<file path="config.mk">
export PLATFORM = sky130hd
export DESIGN_NAME = mem_wait_ctrl_flat
export DESIGN_NICKNAME = d
export VERILOG_FILES = /design/src/rtl/mem_wait_ctrl_if.sv /design/src/rtl/mem_wait_ctrl.sv /design/src/flat_wrapper.sv
export SDC_FILE = /design/constraint.sdc
export NUM_CORES = 1
export LEC_CHECK = 0
export ABC_AREA = 0
export CAP_MARGIN = 20
export CORE_ASPECT_RATIO = 1.75
export CORE_UTILIZATION = 39
export DETAILED_ROUTE_END_ITERATION = 10
export PLACE_DENSITY = 0.82
export SLEW_MARGIN = 20
export SYNTH_ARGS = -nofsm -noshare
export SYNTH_HDL_FRONTEND = slang
export SYNTH_SLANG_ARGS = --single-unit
export TNS_END_PERCENT = 100
</file>
<file path="constraint.sdc">
create_clock -name clk -period 3.15 [get_ports clk]
set_input_delay 0.315 -clock clk [delete_from_list [all_inputs] [get_ports clk]]
set_output_delay 0.315 -clock clk [all_outputs]
set_load 0.02 [all_outputs]
</file>
<file path="src/rtl/mem_wait_ctrl_if.sv">
// Pipeline-side request/response and SRAM bus signals of the data-memory controller.
// master = pipeline/SRAM environment, slave = the controller.
interface mem_wait_ctrl_if #(
    parameter int SRAM_AW = 16
);
    logic               mem_r_en;
    logic               mem_w_en;
    logic [31:0]        addr;
    logic [31:0]        wr_data;
    logic [31:0]        rd_data;
    logic               ready;
    logic               freeze;
    logic [SRAM_AW-1:0] sram_addr;
    logic [31:0]        sram_wdata;
    logic               sram_wdata_oe;
    logic [31:0]        sram_rdata;
    logic               sram_we_n;
    logic               sram_oe_n;

    modport master (
        output mem_r_en, mem_w_en, addr, wr_data, sram_rdata,
        input  rd_data, ready, freeze, sram_addr, sram_wdata,
               sram_wdata_oe, sram_we_n, sram_oe_n
    );

    modport slave (
        input  mem_r_en, mem_w_en, addr, wr_data, sram_rdata,
        output rd_data, ready, freeze, sram_addr, sram_wdata,
               sram_wdata_oe, sram_we_n, sram_oe_n
    );
endinterface

</file>
<file path="src/rtl/mem_wait_ctrl.sv">
// Fixed-wait-state SRAM controller for the MEM stage. Freezes the pipeline
// while an access is in flight and releases it for the single DONE cycle.
module mem_wait_ctrl #(
    parameter int WAIT_CYCLES = 4,
    parameter int BASE_ADDR   = 1024,
    parameter int SRAM_AW     = 16
) (
    input  logic           clk,
    input  logic           rst,
    mem_wait_ctrl_if.slave bus
);
    localparam int CW = (WAIT_CYCLES > 1) ? $clog2(WAIT_CYCLES) : 1;
    localparam logic [CW-1:0] CNT_LAST = CW'(WAIT_CYCLES - 1);

    typedef enum logic [1:0] {IDLE, ACCESS, DONE} state_t;

    state_t        state, state_nxt;
    logic [CW-1:0] cnt;
    logic          is_wr;
    logic          req;
    logic          cnt_last;

    assign req      = bus.mem_r_en | bus.mem_w_en;
    assign cnt_last = (cnt == CNT_LAST);

    // State register; reset lands in IDLE asynchronously so strobes drop at once.
    always_ff @(posedge clk or posedge rst) begin
        if (rst) state <= IDLE;
        else     state <= state_nxt;
    end

    // Next state and all handshake/strobe outputs, decoded from the current state.
    // Strobes are also gated by req so a flush releases the bus immediately.
    always_comb begin
        state_nxt         = state;
        bus.freeze        = 1'b0;
        bus.ready         = 1'b0;
        bus.sram_we_n     = 1'b1;
        bus.sram_oe_n     = 1'b1;
        bus.sram_wdata_oe = 1'b0;
        case (state)
            IDLE: begin
                bus.freeze = req;
                if (req) state_nxt = ACCESS;
            end
            ACCESS: begin
                bus.freeze = 1'b1;
                if (!req) begin
                    state_nxt = IDLE;
                end else begin
                    bus.sram_we_n     = ~is_wr;
                    bus.sram_wdata_oe = is_wr;
                    bus.sram_oe_n     = is_wr;
                    if (cnt_last) state_nxt = DONE;
                end
            end
            DONE: begin
                bus.ready = 1'b1;
                state_nxt = IDLE;
            end
            default: state_nxt = IDLE;
        endcase
    end

    // Access datapath: latch address/data/direction on issue, count wait states,
    // capture read data on the last wait-state edge.
    always_ff @(posedge clk or posedge rst) begin
        if (rst) begin
            cnt            <= '0;
            is_wr          <= 1'b0;
            bus.sram_addr  <= '0;
            bus.sram_wdata <= '0;
            bus.rd_data    <= '0;
        end else begin
            case (state)
                IDLE: begin
                    if (req) begin
                        cnt            <= '0;
                        is_wr          <= bus.mem_w_en;
                        bus.sram_addr  <= SRAM_AW'((bus.addr - 32'(BASE_ADDR)) >> 2);
                        bus.sram_wdata <= bus.wr_data;
                    end
                end
                ACCESS: begin
                    cnt <= cnt + 1'b1;
                    if (req && cnt_last && !is_wr) bus.rd_data <= bus.sram_rdata;
                end
                default: ;
            endcase
        end
    end
endmodule
</file>
<file path="src/flat_wrapper.sv">
// flat-port wrapper written by rule: the top's interface ports become plain ports
module mem_wait_ctrl_flat 
#(
    parameter int WAIT_CYCLES = 4,
    parameter int BASE_ADDR   = 1024,
    parameter int SRAM_AW     = 16
)
  (clk, rst, bus_mem_r_en, bus_mem_w_en, bus_addr, bus_wr_data, bus_sram_rdata, bus_rd_data, bus_ready, bus_freeze, bus_sram_addr, bus_sram_wdata, bus_sram_wdata_oe, bus_sram_we_n, bus_sram_oe_n);
  mem_wait_ctrl_if #(.SRAM_AW(SRAM_AW)) bus_i ();
  input  logic clk;
  input  logic rst;
  input wire logic [$bits(bus_i.mem_r_en)-1:0] bus_mem_r_en;
  input wire logic [$bits(bus_i.mem_w_en)-1:0] bus_mem_w_en;
  input wire logic [$bits(bus_i.addr)-1:0] bus_addr;
  input wire logic [$bits(bus_i.wr_data)-1:0] bus_wr_data;
  input wire logic [$bits(bus_i.sram_rdata)-1:0] bus_sram_rdata;
  output wire logic [$bits(bus_i.rd_data)-1:0] bus_rd_data;
  output wire logic [$bits(bus_i.ready)-1:0] bus_ready;
  output wire logic [$bits(bus_i.freeze)-1:0] bus_freeze;
  output wire logic [$bits(bus_i.sram_addr)-1:0] bus_sram_addr;
  output wire logic [$bits(bus_i.sram_wdata)-1:0] bus_sram_wdata;
  output wire logic [$bits(bus_i.sram_wdata_oe)-1:0] bus_sram_wdata_oe;
  output wire logic [$bits(bus_i.sram_we_n)-1:0] bus_sram_we_n;
  output wire logic [$bits(bus_i.sram_oe_n)-1:0] bus_sram_oe_n;
  assign bus_i.mem_r_en = bus_mem_r_en;
  assign bus_i.mem_w_en = bus_mem_w_en;
  assign bus_i.addr = bus_addr;
  assign bus_i.wr_data = bus_wr_data;
  assign bus_i.sram_rdata = bus_sram_rdata;
  assign bus_rd_data = bus_i.rd_data;
  assign bus_ready = bus_i.ready;
  assign bus_freeze = bus_i.freeze;
  assign bus_sram_addr = bus_i.sram_addr;
  assign bus_sram_wdata = bus_i.sram_wdata;
  assign bus_sram_wdata_oe = bus_i.sram_wdata_oe;
  assign bus_sram_we_n = bus_i.sram_we_n;
  assign bus_sram_oe_n = bus_i.sram_oe_n;
  mem_wait_ctrl #(.WAIT_CYCLES(WAIT_CYCLES), .BASE_ADDR(BASE_ADDR), .SRAM_AW(SRAM_AW)) u_core (.clk(clk), .rst(rst), .bus(bus_i));
endmodule
</file>
---- Word level (Yosys, flattened, before mapping) ----
Cells that the tools add are included.
storage, ports and cells
  register bits after elaboration ......... 85
  output and inout port bits .............. 85
  logic and storage cells ................. 38
operators by class
  add/sub/neg operators ................... 2
  eq/ne operators ......................... 5
  muxes and demuxes ....................... 14
  bitwise operators ....................... 2
  reduce and logical (&&, ||, !) cells .... 9
operators by type and width
  cell                                                    count
  subtractor 18 x 11 -> 18 bit (second input constant)    1
  2-to-1 mux 2 bit                                        4
  case mux 2 bit (2 select lines)                         2
  AND reduction 2 bit                                     4
  2-to-1 mux 1 bit                                        7
  equality test 2 bit (second input constant)             2
  inequality test 3 bit (second input constant)           1
  adder 2 x 1 -> 2 bit (second input constant)            1
  equality test 2 x 1 -> 1 bit (second input constant)    1
  logical AND 1 bit                                       2
  logical NOT 2 bit                                       1
  inequality test 2 x 1 -> 1 bit (second input constant)  1
  case mux 1 bit (2 select lines)                         1
  nonzero test 2 bit                                      1
  logical NOT 1 bit                                       1
  inverter 1 bit                                          1
  bitwise OR 1 bit                                        1

---- Longest topological paths before layout ----
  depth after elaboration ................. 4
  mapped depth ............................ 5

---- Worst setup path before layout ----
OpenSTA, ideal clock, no wires.
  path type ............................... register to register
  from .................................... register u_core.state[1]
  to ...................................... register u_core.bus.rd_data[11]
  setup time .............................. 125 ps
  data arrival time ....................... 1,510 ps
  required time ........................... 3,025 ps
  setup slack ............................. 1,515 ps
  cell stages (with the launch flop) ...... 5
  path buffers ............................ 1
  clock period less this slack ............ 1,635 ps
  cell sequence ........................... dfrtp_1 nand2b_2 nor4b_4 buf_6 mux2_2
on the way
  longest elaborated chain between the ends .. 2
ends and longest elaborated chain
  item                           RTL line                RTL
  from (decl)                    mem_wait_ctrl.sv:17     state_t state, state_nxt;
  from (signal assigned)         mem_wait_ctrl.sv:29     else state <= state_nxt;
  equality test 2 x 1 -> 1 bit   mem_wait_ctrl.sv:75     case (state)
  AND reduction 2 bit (no line)  --
  to (signal assigned)           mem_wait_ctrl.sv:86     if (req && cnt_last && !is_wr) bus.rd_data <= bus.sram_rdata;
  to (decl)                      mem_wait_ctrl_if.sv:28  output rd_data, ready, freeze, sram_addr, sram_wdata,
Every way passes these cells.
A chain may end at the register's enable or synchronous reset.

---- Worst setup path in the final report ----
  from .................................... register u_core.state[1]
  to ...................................... output bus_sram_wdata_oe
on the way
  longest elaborated chain between the ends .. 2
ends and longest elaborated chain
  item                          RTL line             RTL
  equality test 2 x 1 -> 1 bit  mem_wait_ctrl.sv:41  case (state)
  2-to-1 mux 1 bit              mem_wait_ctrl.sv:41
  to (decl)                     flat_wrapper.sv:22   output wire logic [$bits(bus_i.sram_wdata_oe)-1:0] bus_sram_wdata_oe;
Every way passes these cells.

==> results.md <==
* Outcome: finished, final reports clean
* Fin. Hold Viols at 0
* Worst slew pin tran at 854 ps
* Largest net degree at the start of global routing at 51
* Global-route usage over all layers at 19.5%
* Unrepaired setup endpoints after global routing: false
* Post-DP HPWL at 6180 um
* Placer Congestion at 0.750
* Total Neg Setup Slack at 0 ps
* Maximum vdd drop at 0.478 mV
* Root buffer cell: clkbuf_16
* #FFs+latches synth at 85
* Design Area, Final at 5440 um2
* Starting Density at 40.5%
* Area occupied by multi-input gates at 1150 um2
* Startpoint Class: register
* CP endpoint kind: primary output
* Die width at 72.2 um
* Routed Antenna Nets at 0
* Min Tclk post-route at 2290 ps
* CTS tree: done
* Boundary Pins at approximately 190
* Via/cell ratio at 4.83
* LEAKAGE at around 2.2 nW
* Number of cells on the critical path at 4
* Crit path required time at 2830 ps
* Top FF cell, synth: dfrtp_1
* Critical R2R Capture: u_core.bus.rd_data[2]
* CP Cell Sequence: nand2b_2, nor2_1, and2_1, clkdlybuf4s50_1
* Non-filler cells, final at 515
* Nets at 498
* Final WL at approximately 8000 um
* # DRC at 0
* Reg2reg setup slack at ~1300 ps
* Initial antenna violation count at 0
* Port Buffers at 168
* Netlist cell types at 30
* N_diodes at 0
* # resized after CTS at 0
* WL/cell at 15.8 um
* FF+latch area at around 2100 um2
* GRT overflow at 0
* Sequential share of the synthesized area at between 60% and 70%
* Tot Pwr at 5.69 mW
* Hold Buf Count CTS at 0
* Die H at 125 um
* CP Buf/Inv Count at 1
* Clock H-tree levels at 3
* Full die area at 9020 um2
* Core area at 8310 um2
* Post-Place Worst Slack at 898 ps
* Final worst slack at between 800 and 900 ps
* Min Hold Slack at 476 ps
* Syn Inst Count at between 200 and 250
* Max Cap Viol at 0
* FF-to-FF path depth at 4
* Total power density per cell area at approximately 1000 nW/um2
* Slowest cell on the critical path: clkdlybuf4s50_1
* CTS Buffer Depth at 2
* Slew headroom at 43.0%
* Async S/R FF share, synth at 100%
* Fraction of layout cells with a size suffix above 1 at 23.3%
* Synth Cell Area at 3360 um2
* Synth Net Count at 324
* Final Setup Violations at 0
* Pins Over Slew Limit at 0
* Clk_lat worst skew at 330 ps
* Post-synth EDFFs at 0
* R2R Path Start: u_core.state[1]
* Crit Path Max Fanout at 6
* Number of DRC markers in iteration 0 at 95
* Worst EP arrival at around 2000 ps
* Area post-placement at 5160 um2
* CP peak stage delay at slightly above 600 ps
* Top Family by Delay on Critical Path: buffers and inverters
* Worst Skew at approximately 4.7 ps
* Via count at approximately 2.5k
* Hold crit path type: in -> async
* Synth warn at 0
* Reg clk slew, reported paths at 60 ps
* CP Class: reg -> out
* TritonCTS Sinks at 85
* Final period utilization at 72.8%
* Cts bufs inserted at 9
* DR pass1 iterations at 4
* Placed cells at 500
* Max Clock Freq at 436 MHz
* Row count at 44
* Post-Syn Area per Cell at around 15 um2
* Number of global-route vias before repair at 2680
* Fill count at 641
* Area growth, synth to finish at 61.7%
* Fin util at 65.4%
* First-pass GRT wire length at 13200 um
* Postcts setup bufs at 0
==> layout by cell type, fill, tap and decap left out, drive strengths merged, types with 4 or more instances in the layout <==
master / n
clkdlybuf4s50: 168
dfrtp: 85
mux2: 73
clkbuf: 14
a21oi: 11
inv: 6
or3: 5
a31oi: 4
buf: 4
==> worst reg2reg max path, cell delays in order, from the launching register on <==
cell,delay [ps]
dfrtp_1,440
nand2b_2,280
nor4b_4,220
buf_4,410
mux2_2,410
==> layout make-up <==
class	count	area share, %
Clock inverter	1	0.0920
Sequential cell	85	39.1
Tap cell	115	2.64
Timing Repair Buffer	172	31.5
Inverter	7	0.506
Multi-Input combinational cell	121	21.2
Clock buffer	14	5.04
==> cells in the mapped netlist, types with 2 or more instances <==
cell | number | area [um2]
dfrtp_1 | 85 | 2130
mux2_2 | 69 | 777
a21oi_1 | 11 | 55.1
inv_1 | 7 | 26.3
or3_1 | 5 | 31.3
a31oi_1 | 4 | 25.0
buf_2 | 4 | 20.0
mux2_1 | 4 | 45.0
buf_6 | 3 | 33.8
nand2_1 | 3 | 11.3
o21ai_0 | 3 | 15.0
and2_1 | 2 | 12.5
ha_1 | 2 | 25.0
mux2i_1 | 2 | 20.0
nor2_1 | 2 | 7.51
xnor2_1 | 2 | 17.5
==> layer usage <==
metal,up-vias,part of all wire [%],global-route usage [%],routed length [um]
met2,96,58,35.2,4690
li1,1136,-,-,-
met4,0,3.7,11.3,301
met1,1233,34,19.8,2750
met3,24,4.7,4.21,382
met5,-,0,0,0
==> sequential cells by signal, summed over array words and instances (netlist names) <==
register,flops
u_core.bus.sram_addr,16
u_core.bus.rd_data,32
u_core.is_wr,1
u_core.bus.sram_wdata,32
u_core.state,2
u_core.cnt,2
==> logic make-up after synthesis <==
logic type / Yosys count / synth area share, %
muxes: 75 / 25.0
xor gates and xnor gates: 2 / 0.521
buffers and inverters: 16 / 2.71
and+or+nand+nor: 21 / 4.31
DFF: 85 / 63.2
adders and majority gates: 2 / 0.744
AOI/OAI and AO/OA: 21 / 3.46
==> worst max-delay path by stage <==
stage	from	endpoint	slack (ps)
5_1_grt	u_core.state[1]	bus_sram_wdata_oe	680
2_1_floorplan	rst	u_core.bus.rd_data[0]	640
3_5_place_dp	bus_mem_w_en	bus_sram_wdata_oe	900
3_3_place_gp	bus_mem_w_en	bus_sram_wdata_oe	940
6_report	u_core.state[1]	bus_sram_wdata_oe	860
4_1_cts	u_core.state[1]	bus_sram_wdata_oe	840
==> report_power, final <==
part	leakage, nW	internal [mW]	total, mW	switching (mW)
registers	1.01	1.64	1.92	0.285
clock network	0.139	0.593	0.978	0.384
logic	1.09	1.50	2.79	1.29
total	2.24	3.74	5.69	1.95
No activity file was read; power rests on OpenSTA's default activity.
